===== src/rtl/seg_scan_decoder_pkg.sv =====
// Shared constants for the 7-segment scan decoder: active-low segment patterns,
// nibble codes, link state encoding and the digit-select decode helper.
package seg_dec_pkg;

  // Active-low {g,f,e,d,c,b,a}; must stay identical to the display driver tables.
  localparam logic [6:0] SEG_PAT_0 = 7'b100_0000;
  localparam logic [6:0] SEG_PAT_1 = 7'b111_1001;
  localparam logic [6:0] SEG_PAT_2 = 7'b010_0100;
  localparam logic [6:0] SEG_PAT_3 = 7'b011_0000;
  localparam logic [6:0] SEG_PAT_4 = 7'b001_1001;
  localparam logic [6:0] SEG_PAT_5 = 7'b001_0010;
  localparam logic [6:0] SEG_PAT_6 = 7'b000_0010;
  localparam logic [6:0] SEG_PAT_7 = 7'b111_1000;
  localparam logic [6:0] SEG_PAT_8 = 7'b000_0000;
  localparam logic [6:0] SEG_PAT_9 = 7'b001_0000;
  localparam logic [6:0] BLANK_PAT = 7'b111_1111;

  localparam logic [3:0] NIB_BLANK = 4'hB;
  localparam logic [3:0] NIB_ERR   = 4'hF;

  typedef enum logic [1:0] {
    LOST   = 2'd0,
    SYNC   = 2'd1,
    LOCKED = 2'd2
  } link_state_t;

  typedef struct packed {
    logic       valid;
    logic [1:0] idx;
  } sel_info_t;

  function automatic sel_info_t sel_decode(input logic [3:0] sel);
    sel_info_t r;
    r.valid = 1'b1;
    r.idx   = 2'd0;
    case (sel)
      4'b1110: r.idx = 2'd0;
      4'b1101: r.idx = 2'd1;
      4'b1011: r.idx = 2'd2;
      4'b0111: r.idx = 2'd3;
      default: r.valid = 1'b0;
    endcase
    return r;
  endfunction

endpackage


===== src/rtl/seg_scan_decoder_if.sv =====
// Pin bundle between a multiplexed display driver (master) and the scan decoder (slave).
interface seg_scan_decoder_if;
  logic [3:0]  sel_in;
  logic [7:0]  seg_in;
  logic [15:0] digits;
  logic [3:0]  dots;
  logic        frame_valid;
  logic        pattern_err;
  logic        link_lost;

  modport master (
    output sel_in, seg_in,
    input  digits, dots, frame_valid, pattern_err, link_lost
  );

  modport slave (
    input  sel_in, seg_in,
    output digits, dots, frame_valid, pattern_err, link_lost
  );
endinterface


===== src/rtl/seg_pattern_decode.sv =====
// Combinational 7-segment pattern to BCD nibble decoder; blank decodes to NIB_BLANK,
// anything outside the table to NIB_ERR with err set.
module seg_pattern_decode
  import seg_dec_pkg::*;
(
  input  logic [6:0] pat,
  output logic [3:0] nib,
  output logic       err
);

  // Table lookup; the default arm covers every unlisted pattern.
  always_comb begin
    nib = NIB_ERR;
    err = 1'b1;
    case (pat)
      SEG_PAT_0: begin nib = 4'd0;      err = 1'b0; end
      SEG_PAT_1: begin nib = 4'd1;      err = 1'b0; end
      SEG_PAT_2: begin nib = 4'd2;      err = 1'b0; end
      SEG_PAT_3: begin nib = 4'd3;      err = 1'b0; end
      SEG_PAT_4: begin nib = 4'd4;      err = 1'b0; end
      SEG_PAT_5: begin nib = 4'd5;      err = 1'b0; end
      SEG_PAT_6: begin nib = 4'd6;      err = 1'b0; end
      SEG_PAT_7: begin nib = 4'd7;      err = 1'b0; end
      SEG_PAT_8: begin nib = 4'd8;      err = 1'b0; end
      SEG_PAT_9: begin nib = 4'd9;      err = 1'b0; end
      BLANK_PAT: begin nib = NIB_BLANK; err = 1'b0; end
      default:   begin nib = NIB_ERR;   err = 1'b1; end
    endcase
  end

endmodule


===== src/rtl/seg_scan_decoder.sv =====
// Receiver for a multiplexed 4-digit 7-segment bus: filters select/segment skew,
// decodes digits and assembles frames. Define SEG_DEC_SYNC_EN for a two-flop input synchronizer.
module seg_scan_decoder
  import seg_dec_pkg::*;
#(
  parameter int STABLE_CNT  = 4,
  parameter int TIMEOUT_CNT = 200_000
) (
  input  logic             clk,
  input  logic             rst,
  seg_scan_decoder_if.slave bus
);

  localparam int SW = $clog2(STABLE_CNT);
  localparam int TW = $clog2(TIMEOUT_CNT);
  localparam logic [SW-1:0] STABLE_MAX = SW'(STABLE_CNT - 1);
  localparam logic [TW-1:0] IDLE_MAX   = TW'(TIMEOUT_CNT - 1);

  logic [11:0] samp_q, prev_q;
`ifdef SEG_DEC_SYNC_EN
  logic [11:0] sync1_q;

  // Two-flop synchronizer for pins driven from an unrelated clock domain.
  always_ff @(posedge clk or posedge rst) begin
    if (rst) begin
      sync1_q <= 12'hFFF;
      samp_q  <= 12'hFFF;
    end else begin
      sync1_q <= {bus.sel_in, bus.seg_in};
      samp_q  <= sync1_q;
    end
  end
`else
  // Single register stage for a same-clock loopback driver.
  always_ff @(posedge clk or posedge rst) begin
    if (rst) samp_q <= 12'hFFF;
    else     samp_q <= {bus.sel_in, bus.seg_in};
  end
`endif

  logic [SW-1:0] stab_d, stab_q;
  logic [TW-1:0] idle_d, idle_q;
  logic          armed_d, armed_q;
  logic [15:0]   digits_d, digits_q;
  logic [3:0]    dots_d, dots_q, seen_d, seen_q;
  logic          frame_valid_d, frame_valid_q, pattern_err_d, pattern_err_q;
  logic          link_lost_d, link_lost_q;
  link_state_t   state_d, state_q;

  logic          same_s, capture_s, timeout_s, dec_err;
  logic [3:0]    dec_nib;
  sel_info_t     sel_info;

  assign same_s   = (samp_q == prev_q);
  assign sel_info = sel_decode(prev_q[11:8]);

  seg_pattern_decode u_decode (
    .pat (prev_q[6:0]),
    .nib (dec_nib),
    .err (dec_err)
  );

  // Stability filter, capture decision and data/frame bookkeeping.
  always_comb begin
    stab_d   = 0;
    armed_d  = armed_q;
    if (!same_s) begin
      stab_d  = 0;
      armed_d = 1'b1;
    end else begin
      stab_d = (stab_q == STABLE_MAX) ? stab_q : stab_q + 1'b1;
      if (stab_d == STABLE_MAX) armed_d = 1'b0;
      else                      armed_d = armed_q;
    end
    capture_s = same_s && armed_q && (stab_d == STABLE_MAX) && sel_info.valid;

    digits_d = digits_q;
    dots_d   = dots_q;
    if (capture_s) begin
      digits_d[{sel_info.idx, 2'b00} +: 4] = dec_nib;
      dots_d[sel_info.idx]                 = ~prev_q[7];
    end else begin
      digits_d = digits_q;
    end
    pattern_err_d = capture_s && dec_err;
    frame_valid_d = (seen_q == 4'hF) && (state_q != LOST);

    if (capture_s)                idle_d = 0;
    else if (idle_q == IDLE_MAX)  idle_d = idle_q;
    else                          idle_d = idle_q + 1'b1;
    // Capture in the same cycle as the timeout keeps the link up.
    timeout_s = (idle_q == IDLE_MAX) && !capture_s;
  end

  // Link state machine and seen-mask maintenance.
  always_comb begin
    state_d = state_q;
    case (state_q)
      LOST: begin
        if (capture_s) state_d = SYNC;
        else           state_d = LOST;
      end
      SYNC: begin
        if (timeout_s)          state_d = LOST;
        else if (frame_valid_d) state_d = LOCKED;
        else                    state_d = SYNC;
      end
      LOCKED: begin
        if (timeout_s) state_d = LOST;
        else           state_d = LOCKED;
      end
      default: state_d = LOST;
    endcase

    seen_d = (seen_q == 4'hF) ? 4'h0 : seen_q;
    if (state_d == LOST && state_q != LOST) begin
      seen_d = 4'h0;
    end else if (capture_s) begin
      seen_d[sel_info.idx] = 1'b1;
    end else begin
      seen_d = (seen_q == 4'hF) ? 4'h0 : seen_q;
    end
    link_lost_d = (state_d == LOST);
  end

  // State registers.
  always_ff @(posedge clk or posedge rst) begin
    if (rst) begin
      prev_q        <= 12'hFFF;
      stab_q        <= '0;
      idle_q        <= '0;
      armed_q       <= 1'b1;
      digits_q      <= 16'hBBBB;
      dots_q        <= 4'b0000;
      seen_q        <= 4'b0000;
      frame_valid_q <= 1'b0;
      pattern_err_q <= 1'b0;
      link_lost_q   <= 1'b1;
      state_q       <= LOST;
    end else begin
      prev_q        <= samp_q;
      stab_q        <= stab_d;
      idle_q        <= idle_d;
      armed_q       <= armed_d;
      digits_q      <= digits_d;
      dots_q        <= dots_d;
      seen_q        <= seen_d;
      frame_valid_q <= frame_valid_d;
      pattern_err_q <= pattern_err_d;
      link_lost_q   <= link_lost_d;
      state_q       <= state_d;
    end
  end

  assign bus.digits      = digits_q;
  assign bus.dots        = dots_q;
  assign bus.frame_valid = frame_valid_q;
  assign bus.pattern_err = pattern_err_q;
  assign bus.link_lost   = link_lost_q;

endmodule


===== src/flat_wrapper.sv =====
// flat-port wrapper written by rule: the top's interface ports become plain ports
module seg_scan_decoder_flat import seg_dec_pkg::*;
#(
  parameter int STABLE_CNT  = 4,
  parameter int TIMEOUT_CNT = 200_000
)
  (clk, rst, bus_sel_in, bus_seg_in, bus_digits, bus_dots, bus_frame_valid, bus_pattern_err, bus_link_lost);
  seg_scan_decoder_if bus_i ();
  input  logic clk;
  input  logic rst;
  input wire logic [$bits(bus_i.sel_in)-1:0] bus_sel_in;
  input wire logic [$bits(bus_i.seg_in)-1:0] bus_seg_in;
  output wire logic [$bits(bus_i.digits)-1:0] bus_digits;
  output wire logic [$bits(bus_i.dots)-1:0] bus_dots;
  output wire logic [$bits(bus_i.frame_valid)-1:0] bus_frame_valid;
  output wire logic [$bits(bus_i.pattern_err)-1:0] bus_pattern_err;
  output wire logic [$bits(bus_i.link_lost)-1:0] bus_link_lost;
  assign bus_i.sel_in = bus_sel_in;
  assign bus_i.seg_in = bus_seg_in;
  assign bus_digits = bus_i.digits;
  assign bus_dots = bus_i.dots;
  assign bus_frame_valid = bus_i.frame_valid;
  assign bus_pattern_err = bus_i.pattern_err;
  assign bus_link_lost = bus_i.link_lost;
  seg_scan_decoder #(.STABLE_CNT(STABLE_CNT), .TIMEOUT_CNT(TIMEOUT_CNT)) u_core (.clk(clk), .rst(rst), .bus(bus_i));
endmodule

===== config.mk =====
export PLATFORM = sky130hd
export DESIGN_NAME = seg_scan_decoder_flat
export DESIGN_NICKNAME = d
export VERILOG_FILES = /design/src/rtl/seg_scan_decoder_pkg.sv /design/src/rtl/seg_scan_decoder_if.sv /design/src/rtl/seg_pattern_decode.sv /design/src/rtl/seg_scan_decoder.sv /design/src/flat_wrapper.sv
export SDC_FILE = /design/constraint.sdc
export NUM_CORES = 1
export LEC_CHECK = 0
export BUFFER_PORTS_ARGS = -buffer_cell sky130_fd_sc_hd__buf_2
export CAP_MARGIN = 0
export CORE_MARGIN = 8
export CORE_UTILIZATION = 50
export CTS_CLUSTER_SIZE = 12
export DETAILED_ROUTE_END_ITERATION = 10
export PLACE_DENSITY = 0.69
export REMOVE_ABC_BUFFERS = 1
export SLEW_MARGIN = 20
export SYNTH_ARGS = -nofsm -noshare
export SYNTH_HDL_FRONTEND = slang
export SYNTH_HIERARCHICAL = 1
export SYNTH_SLANG_ARGS = --single-unit

===== constraint.sdc =====
create_clock -name clk -period 3.3 [get_ports clk]
set_clock_uncertainty 0.15 [all_clocks]
set_input_delay 0.825 -clock clk [delete_from_list [all_inputs] [get_ports clk]]
set_output_delay 0.825 -clock clk [all_outputs]
set_load 0.05 [all_outputs]

==> metrics.cfg, run 1 <==
[timing]
setup-tns-final_ns=0
period_share_pct=75.74
finalHoldViolations=0
slew_headroom_pct=56.38
rsz0062_at_grt=false
setup_viol=0
period_minus_slack_ns=2.499
whs_ns=0.2229
worst_pin_slew_ns=0.6534
slew_violations=0
setup_ws_ns=0.8005
max_freq_mhz=400.1

[worst_setup_path]
cp.arrival_ns=2.59
worstPathRequired_ns=3.39
regToRegSetupSlack_ns=0.80
crit_path_end_kind=register
crit_type=register to register
cp_max_fo=43
critPathLaunchType=register

[cts]
cts_setup_buffers=0
h-tree-depth=3
clkLatencyLatePin_ns=0.35
ctsResizeCount=0
cts_made_buffers=9
clk_pin_slew_ns=0.08
cts.sinks=74
hold_buffers=0
cts_tree=done
cts_root_buffer=clkbuf_8
clk_path_buf_depth=2

[global_routing]
gr-total-overflow=0
grt_pass1_vias=2335
grt_pass1_wl_um=11180
grt_antenna_before_repair=0
grt_max_degree=44
grt_use_total_pct=13.98

[yosys]
syn-cell-area_sq_um=3526
avgSynthCellArea_sq_um=11.48
synth_cells=307
synth-seq-cells=74
yosysSeqAreaShare_pct=53.87
yosysWarnings=6
synth-edff-count=0
synthDistinctLibCells=51
async_reset_ff_share_pct=100.0
synth_top_flop_cell=dfstp_2

[pwr]
combPwrFrac_pct=4.3
p_switching_uw=388.3
max-vdd-ir-drop_v=0.0003105
p_int_mw=1.456
p_seq_share_pct=52.0
powerDensity_nw_per_um2=460.1
finalPower_mw=1.844
switching_share_pct=21.05
clockPowerShare_pct=43.6
leakage_nw=1.944

[final_layout]
n_antenna_cell=0
syn2layout_area_growth_pct=13.70
multi_input_area_sq_um=1499
nFillCells=576
nNetsFinal=367
regArea_sq_um=1899
drive_gt1_share_pct=32.86

[floorplan]
die_x_um=99.98
dieArea_sq_um=9995
io_pins=37
core_area_sq_um=6794
die_h_um=99.98
row_count=30
initial_core_util_pct=51.90

[hold_path]
hold_path_class=register to register

[routing]
via_per_inst=5.238
drt_iter0_drc=51
wl_um=6329
vias=2336
drc=0
ant_nets=0
drt-pass1-iter-count=4
post_drt_wl_per_cell_um=14.19

[run]
drv_cap=0

[outcome]
status=complete, no violations

[placement]
dpl.hpwl_um=4618
pre_cts_ws_ns=0.8078
place_congestion=0.8104
portBuffers=36

[final cells by class]
cell class | instances | share of cell area (%)
inverters | 12 | 1.124
well taps | 96 | 2.996
clock buffers | 12 | 4.120
clock inverters | 4 | 1.810
repair buffers | 38 | 5.181
flip-flops and latches | 74 | 47.38
multi-input cells | 210 | 37.39
[metrics by stage]
stage,util [%],cell area [sq um],std cells
floorplan,-,3443,296
global placement,55.51,3771,430
detailed placement,55.51,3771,430
CTS,59.01,4009,446
global route,59.01,4009,446
finish,59.01,4009,446
[critical path, stage by stage (launching register included)]
cell      delay [ns]
dfstp_2         0.58
xor2_1          0.15
nand3_1         0.26
a211oi_2        0.33
and2_1          0.16
buf_4           0.39
nand2_4         0.13
a21bo_2         0.23
[power by group through the flow]
stage               clock network (mW)  logic, mW  registers [mW]
floorplan                            0     0.0583           0.968
global placement                     0     0.0811           0.974
detailed placement                   0     0.0823           0.975
CTS                              0.824     0.0825           0.960
global route                     0.864     0.0924           0.963
finish                           0.804     0.0802           0.960
[state kept, by name, summed over array words and instances, names as in the netlist]
name / count
u_core/bus.frame_valid: 1
u_core/state_q: 2
u_core/bus.pattern_err: 1
u_core/prev_q: 12
u_core/idle_q: 18
u_core/stab_q: 2
u_core/bus.dots: 4
u_core/seen_q: 4
u_core/bus.digits: 16
u_core/armed_q: 1
u_core/samp_q: 12
u_core/bus.link_lost: 1
[final timing paths]
| kind | from | to | depth (start not counted) |
|---|---|---|---|
| worst max-delay path | u_core/prev_q[11] | u_core/bus.digits[14] | 7 |
| worst min register to register | u_core/samp_q[4] | u_core/prev_q[4] | 0 |
| min in group asynchronous | rst | u_core/bus.digits[6] | 2 |
| max in group asynchronous | rst | u_core/bus.digits[15] | 3 |
| worst max register to register | u_core/prev_q[11] | u_core/bus.digits[14] | 7 |
| worst min-delay path | u_core/samp_q[4] | u_core/prev_q[4] | 0 |
[synth_stat cells (2+ instances only)]
cell type / n / area [sq um]
dfstp_2: 38 / 998.5
nor3_1: 4 / 20.02
or4b_1: 2 / 20.02
nand2_1: 9 / 33.78
dfrtp_1: 36 / 900.9
nand3_1: 19 / 95.09
nor3b_1: 2 / 15.01
mux2i_1: 5 / 50.05
and2_1: 2 / 12.51
o21ai_0: 3 / 15.01
nor3_2: 2 / 20.02
and3_1: 8 / 50.05
xnor2_1: 15 / 131.4
inv_1: 12 / 45.04
a21o_1: 13 / 97.59
a21bo_1: 3 / 30.03
a211oi_1: 2 / 15.01
nand2_2: 7 / 43.79
nand3b_1: 3 / 22.52
ha_1: 8 / 100.1
a211oi_2: 2 / 25.02
buf_2: 3 / 15.01
and4_1: 12 / 105.1
or3_4: 2 / 22.52
buf_6: 3 / 33.78
buf_4: 3 / 22.52
nor2_1: 26 / 97.59
or3b_1: 3 / 26.28
a21oi_1: 11 / 55.05
nand4_1: 13 / 81.33
xor2_1: 16 / 140.1
[per-layer routing]
| metal | routed length (um) | vias to the layer above | track usage (%) |
|---|---|---|---|
| met5 | 0 | - | 0 |
| met2 | 2852 | 49 | 20.88 |
| met1 | 3068 | 1117 | 18.38 |
| met4 | 100 | 0 | 6.977 |
| met3 | 307 | 10 | 3.529 |
| li1 | - | 1160 | - |
[layout by cell type (no fill, tap or decap), types with 2 or more instances in the layout]
master      n
nor3b_1     2
nand2_1     9
nand2_2     7
or3b_1      3
a21o_1     13
a21oi_1    11
a21bo_1     3
a211oi_2    2
and4_1     12
mux2i_1     5
o21ai_0     3
xnor2_1    15
nand3b_1    3
and3_1      8
and2_1      2
or4b_1      2
nor2_1     26
nand4_1    13
buf_2      36
xor2_1     16
dfstp_2    38
inv_1      11
bufinv_16   2
dfrtp_1    36
or3_4       2
clkbuf_8   12
nor3_1      4
nor3_2      2
a211oi_1    2
nand3_1    19
ha_1        8
[cell families (layout without fill, tap and decap cells)]
logic type	after synthesis	after routing	share of synthesized area (%)
xor+xnor	31	31	7.700
simple gates	122	122	21.01
compound gates	43	43	9.262
buf+inv	23	66	3.619
fa+ha+maj	9	9	3.123
flops	74	74	53.87
mux	5	5	1.420
Power figures use the tool's default switching activity.
==> run 2, diff against run 1 <==
- clock period: 3.3 -> 2.35 ns (I/O delays scaled with it)
==> run 2 against run 1 <==
Compared with the run above:
- first-iteration DRC count up 100%
- routed wire length shrank 0.73%
- non-clock buffer count rose by 9
- utilization up 0.68 points
- global-route usage shrank 0.37 points
- count of clock-buffer cells in the layout stayed put
==> metrics.cfg, run 2 (same netlist as run 1, synthesis figures left out) <==
[outcome]
status=complete, no violations

[floorplan]
row_count=30  ; unchanged
core_area_sq_um=6794  ; unchanged
die_h_um=99.98  ; unchanged
dieArea_sq_um=9995  ; unchanged
io_pins=37  ; unchanged
die_x_um=99.98  ; unchanged
initial_core_util_pct=51.90  ; unchanged

[final_layout]
largest_reg_flops=18  ; unchanged
regArea_sq_um=1899  ; unchanged
final_common_cell=dfstp_2
multi_input_area_sq_um=1509  ; +0.67%
n_antenna_cell=0  ; unchanged
drive_gt1_share_pct=34.82  ; +2.0 points
nFillCells=551  ; -4.3%
nNetsFinal=376  ; +2.5%
syn2layout_area_growth_pct=15.01
most-common-layout-cells=38 x dfstp_2, 36 x buf_2, 36 x dfrtp_1
fin_cells=455  ; +2.0%
max_flop_register=u_core/idle_q

[hold_path]
min_to=u_core/samp_q[4]
min_path_cells=1  ; +1
hold_path_class=input pin to register
hp-start=bus_seg_in[4]

[worst_setup_path]
crit_type=register to register
cp.arrival_ns=2.26  ; -0.33 ns
rr_startpoint=u_core/prev_q[4]
worstRegToRegCells=7  ; unchanged
crit_path_end_kind=register
regToRegSetupSlack_ns=0.17  ; -0.63 ns
worstPathRequired_ns=2.43  ; -0.96 ns
critPathLaunchType=register
cp_max_fo=8  ; -81%
r2r_end=u_core/bus.digits[10]

[global_routing]
use_met1_pct=17.59  ; -0.79 points
globalRoute.busiestLayer=met2
grt_use_met3_pct=4.152  ; +0.62 points
grtUsageMet2_pct=20.47  ; -0.41 points
grt_pass1_wl_um=10980  ; -1.9%
grt_use_total_pct=13.62  ; -0.37 points
grt_pass1_vias=2387  ; +2.2%
grt_max_degree=29  ; -34%
grt_antenna_before_repair=0  ; unchanged
gr-total-overflow=0  ; unchanged

[timing]
period_share_pct=92.83  ; +17 points
finalHoldViolations=0  ; unchanged
period_minus_slack_ns=2.182  ; -0.3180 ns
slew_headroom_pct=76.14  ; +20 points
setup_viol=0  ; unchanged
slew_violations=0  ; unchanged
max_freq_mhz=458.4  ; +15%
setup_ws_ns=0.1685  ; -0.6320 ns
whs_ns=0.1859  ; -0.03704 ns
rsz0062_at_grt=false
worst_pin_slew_ns=0.3580  ; -0.2955 ns

[routing]
wl_um=6283  ; -0.73%
drc=0  ; unchanged
post_drt_wl_per_cell_um=13.81  ; -2.7%
vias=2345  ; +0.39%
via_per_inst=5.154  ; -1.6%
drt-pass1-iter-count=4  ; unchanged
ant_nets=0  ; unchanged
drt_iter0_drc=102  ; +100%

[pwr]
leakage_nw=1.972  ; +1.4%
finalPower_mw=2.373  ; +29%
max-vdd-ir-drop_v=0.0004855  ; +56%
powerDensity_nw_per_um2=585.1  ; +27%

[run]
drv_cap=0  ; unchanged

[cts]
cts_root_buffer=clkbuf_8
clk_path_buf_depth=2  ; unchanged
cts_tree=done
cts_made_buffers=9  ; unchanged
clkLatencyLatePin_ns=0.34  ; about the same
clk_pin_slew_ns=0.08  ; about the same
h-tree-depth=3  ; unchanged
cts.sinks=74  ; unchanged
hold_buffers=0  ; unchanged

[placement]
place_congestion=0.7941  ; -2.0%
pre_cts_ws_ns=0.1170  ; -0.6908 ns
post-place-cells=439  ; +2.1%
portBuffers=36  ; unchanged
dpl.hpwl_um=4547  ; -1.5%

run 2: cell types whose count changed in the layout (fill, tap and decap cells not counted), sizes merged:
cell	before	now
bufinv	2	0
buf	38	47
clkinv	1	3
run 2: cell type report:
type                    instances  share of cell area (%)
clock inverters                 4                  0.6479
well taps                      96                   2.962
inverters                      12                   1.111
clock buffers                  12                   3.826
flip-flops and latches         74                   46.84
repair buffers                 47                   7.405
multi-input cells             210                   37.21
run 2: how the worst max path moves through the flow:
stage	endpoint	cells after the start	slack (ns)	startpoint
after floorplan	u_core/bus.digits[14]	6	-0.34	u_core/prev_q[11]
after global placement	u_core/bus.digits[0]	6	0.19	u_core/prev_q[10]
after detailed placement	u_core/bus.digits[15]	6	0.12	u_core/prev_q[10]
after CTS	u_core/bus.digits[15]	6	0.10	u_core/prev_q[10]
after global routing	u_core/bus.digits[14]	7	0.01	u_core/prev_q[11]
final	u_core/bus.digits[10]	7	0.17	u_core/prev_q[4]
run 2: metrics by stage:
step | TNS [ns] | cell area [sq um] | util [%]
final | 0 | 4055 | 59.69
after global routing | 0 | 4055 | 59.69
after CTS | 0 | 4045 | 59.54
after detailed placement | 0 | 3864 | 56.87
after global placement | 0 | 3864 | 56.87
after floorplan | -16.32 | 3443 | -
run 2: layer usage:
metal  wire length [um]  vias up
met5                  0        -
met4                 60        0
met3                311        7
met2               2793       56
met1               3117     1103
li1                   -     1179
run 2: where the power goes:
| group | total (mW) | internal (mW) | leakage (nW) | switching [mW] |
|---|---|---|---|---|
| registers | 1.35 | 1.31 | 0.886 | 0.0332 |
| logic | 0.126 | 0.0572 | 0.994 | 0.0691 |
| clock network | 0.900 | 0.440 | 0.0924 | 0.460 |
| total | 2.37 | 1.81 | 1.97 | 0.562 |
run 2: worst max-delay path, stage by stage, from the launching register on:
cell and delay (ns):
dfstp_2 0.61, or3b_1 0.42, a21oi_1 0.20, a21o_4 0.17, nor3_1 0.05, buf_4 0.14, and4_1 0.18, a21o_1 0.16
run 2: timing repair:
item,4_1_cts,5_1_grt
setup buffers,0,0
endpoints found under the setup margin,0,5
gates resized for setup,0,2
==> run 3, diff against run 2 <==
- PLACE_DENSITY: 0.69 -> 0.7
- SYNTH_HIERARCHICAL: 1 -> not set
==> run 3 against run 2 <==
Compared with the run above:
- global-route usage grew 0.47 points
- clock power shrank 1%
- sequential power barely moved
- non-clock buffer count up 10
- flip-flop and latch count did not move
- die area is 0.78% lower
- count of clock-buffer cells in the layout is the same
- highest routed layer unchanged
==> metrics.cfg, run 3 <==
[timing]
finalHoldViolations=0  ; unchanged
setup_ws_ns=0.09609  ; -0.07241 ns
worst_pin_slew_ns=0.5314  ; +0.1734 ns
slew_headroom_pct=64.25  ; -12 points
slew_violations=0  ; unchanged
setup_viol=0  ; unchanged
setup-tns-final_ns=0  ; unchanged
period_share_pct=95.91  ; +3.1 points
max_freq_mhz=443.7  ; -3.2%
period_minus_slack_ns=2.254  ; +0.07241 ns

[floorplan]
dieArea_sq_um=9917  ; -0.78%
core_area_sq_um=6794  ; unchanged
row_count=30  ; unchanged
die_h_um=99.59  ; -0.39%
io_pins=37  ; unchanged
initial_core_util_pct=51.42  ; -0.48 points
die_x_um=99.59  ; -0.39%

[outcome]
status=complete, no violations

[global_routing]
grt_use_total_pct=14.08  ; +0.47 points
grt_pass1_wl_um=11130  ; +1.4%
grt_antenna_before_repair=0  ; unchanged
gr-total-overflow=0  ; unchanged
grt_max_degree=75  ; +160%
grt_pass1_vias=2355  ; -1.3%

[yosys]
async_reset_ff_share_pct=100.0  ; unchanged
synthDistinctLibCells=57  ; +12%
netlist.area_leader.share_pct=28.58  ; +0.26 points
avgSynthCellArea_sq_um=11.31  ; -1.6%
synth_fa_ha_area_share_pct=2.543  ; -0.58 points
synth-edff-count=0  ; unchanged
synth_xor_area_share_pct=6.519  ; -1.2 points
syn-cell-area_sq_um=3493  ; -0.92%
yosys.area_share.simple_pct=19.88  ; -1.1 points
yosys-mux-area-fraction_pct=4.011  ; +2.6 points
yosysTopAreaCell=dfstp_2
synth_top_flop_cell=dfstp_2
synth_common_cells=38 x dfstp_2, 36 x dfrtp_1, 29 x nor2_1
yosysWarnings=0  ; -6
synth_top_family_by_area=simple AND/OR/NAND/NOR gates
netlist_top_cells_area=dfstp_2 29%, dfrtp_1 26%, xnor2_1 3.8%, nor2_1 3.1%, xor2_1 2.8%
yosysSeqAreaShare_pct=54.37  ; +0.50 points
yosys.cell_count.top_type=dfstp_2
synth_compound_area_share_pct=9.850  ; +0.59 points
synth_cells=309  ; +0.65%
synth-seq-cells=74  ; unchanged

[routing]
via_per_inst=5.226  ; +1.4%
vias=2446  ; +4.3%
drc=0  ; unchanged
wl_met1_um=3350  ; +7.5%
ant_nets=0  ; unchanged
drt_iter0_drc=78  ; -24%
met3_length_um=242  ; -22%
routed.top_layer=met4
post_drt_wl_per_cell_um=14.42  ; +4.4%
wl_met2_um=3065  ; +9.7%
wl_um=6750  ; +7.4%
drt-pass1-iter-count=4  ; unchanged

[placement]
placed_area_sq_um=3862  ; about the same
portBuffers=36  ; unchanged
place_congestion=0.8127  ; +2.3%
pre_cts_ws_ns=0.05510  ; -0.06189 ns
dpl.hpwl_um=4671  ; +2.7%

[final_layout]
final_core_utilization_pct=60.94  ; +1.3 points
syn2layout_area_growth_pct=18.52
final_common_cell=dfstp_2
drive_gt1_share_pct=38.98  ; +4.2 points
largest_reg_flops=18  ; unchanged
nNetsFinal=387  ; +2.9%
max_flop_register=u_core.idle_q
most-common-layout-cells=38 x dfstp_2, 36 x buf_2, 36 x dfrtp_1
n_antenna_cell=0  ; unchanged
nFillCells=559  ; +1.5%
fin_area_sq_um=4140  ; +2.1%

[cts]
cts_made_buffers=9  ; unchanged
clkLatencyLatePin_ns=0.35  ; about the same
clk_path_buf_depth=2  ; unchanged
cts_root_buffer=clkbuf_8
cts_tree=done
clk_pin_slew_ns=0.08  ; about the same
hold_buffers=0  ; unchanged
cts.sinks=74  ; unchanged
h-tree-depth=3  ; unchanged

[worst_setup_path]
worstPathRequired_ns=2.48  ; +0.05 ns
crit_chain=buf_4 -> nand4b_1 -> a211o_1 -> a22oi_1 -> o31a_2 -> nor2b_1 -> mux2_4
crit_buf_inv=1  ; unchanged
slowest_delay_ns=0.63  ; +0.02 ns
critPathSlowestCell=dfstp_2
critPathLaunchType=register
cp_max_fo=8  ; unchanged
crit_family=compound AO/OA/AOI/OAI gates
crit_start=u_core.prev_q[3]
rr_startpoint=u_core.prev_q[3]
crit_type=register to register
cp.arrival_ns=2.38  ; +0.12 ns
crit_path_end_kind=register

[pwr]
max-vdd-ir-drop_v=0.0003468  ; -29%
p_int_mw=1.816  ; +0.28%
combPwrFrac_pct=6.2  ; +0.9 points
clockPowerShare_pct=37.4  ; -0.5 points
switching_share_pct=23.59  ; -0.097 points
p_switching_uw=560.7  ; -0.25%
p_seq_share_pct=56.4  ; -0.4 points
powerDensity_nw_per_um2=574.0  ; -1.9%
leakage_nw=1.964  ; -0.40%

[hold_path]
hold_path_class=input pin to async pin

[run]
drv_cap=0  ; unchanged

[run 3: timing repair]
item | 4_1_cts | 5_1_grt
setup buffers | 0 | 7
endpoints found under the setup margin | 0 | 15
resized for setup | 0 | 9
[run 3: power groups by stage]
stage	Sequential [mW]	Combinational, mW	Clock (mW)
3_5_place_dp	1.36	0.130	0
5_1_grt	1.34	0.166	0.964
2_1_floorplan	1.36	0.0845	0
3_3_place_gp	1.36	0.129	0
6_report	1.34	0.148	0.889
4_1_cts	1.34	0.131	0.916
[run 3: worst paths after layout]
| kind | end | slack (ns) | cells after the start |
|---|---|---|---|
| min reg2reg | u_core.prev_q[6] | 0.22 | 0 |
| min in group clk | u_core.samp_q[7] | 0.18 | 1 |
| max in group asynchronous | u_core.bus.digits[12] | 1.56 | 3 |
| min | u_core.idle_q[11] | 0.17 | 3 |
| max | u_core.bus.digits[15] | 0.1 | 7 |
| max reg2reg | u_core.bus.digits[15] | 0.1 | 7 |
[run 3: metal layers]
layer | track usage [%] | vias to the layer above
li1 | - | 1208
met1 | 18.38 | 1186
met2 | 21.44 | 43
met3 | 3.142 | 9
met4 | 7.101 | 0
met5 | 0 | -
[run 3: cell families after synthesis]
family / Yosys count
and+or+nand+nor: 122
muxes: 12
AOI/OAI and AO/OA: 48
buffers and inverters: 20
adders and majority gates: 7
xor gates and xnor gates: 26
DFF: 74
[run 3: final cells by class]
cell class                      instances  area [sq um]  share of cell area [%]
Clock buffer                           12         155.1                   3.747
Inverter                               10         37.54                  0.9066
Sequential cell                        74          1899                   45.87
Clock inverter                          4         26.28                  0.6346
Tap cell                               96         120.1                   2.901
Multi-Input combinational cell        215          1539                   37.17
Timing Repair Buffer                   57         362.8                   8.764
[run 3: tightest hold or removal path, delay by kind of cell]
family	cells	cell delay (ns)
buffers and inverters	3	0.48
[run 3: metrics by stage]
| stage | cells | hold WS, ns | total power, mW |
|---|---|---|---|
| after floorplan | 299 | 0.2107 | 1.445 |
| after global placement | 445 | 0.2109 | 1.490 |
| after detailed placement | 445 | 0.2156 | 1.494 |
| after CTS | 461 | 0.1687 | 2.388 |
| after global routing | 468 | 0.1602 | 2.472 |
| final | 468 | 0.1667 | 2.376 |
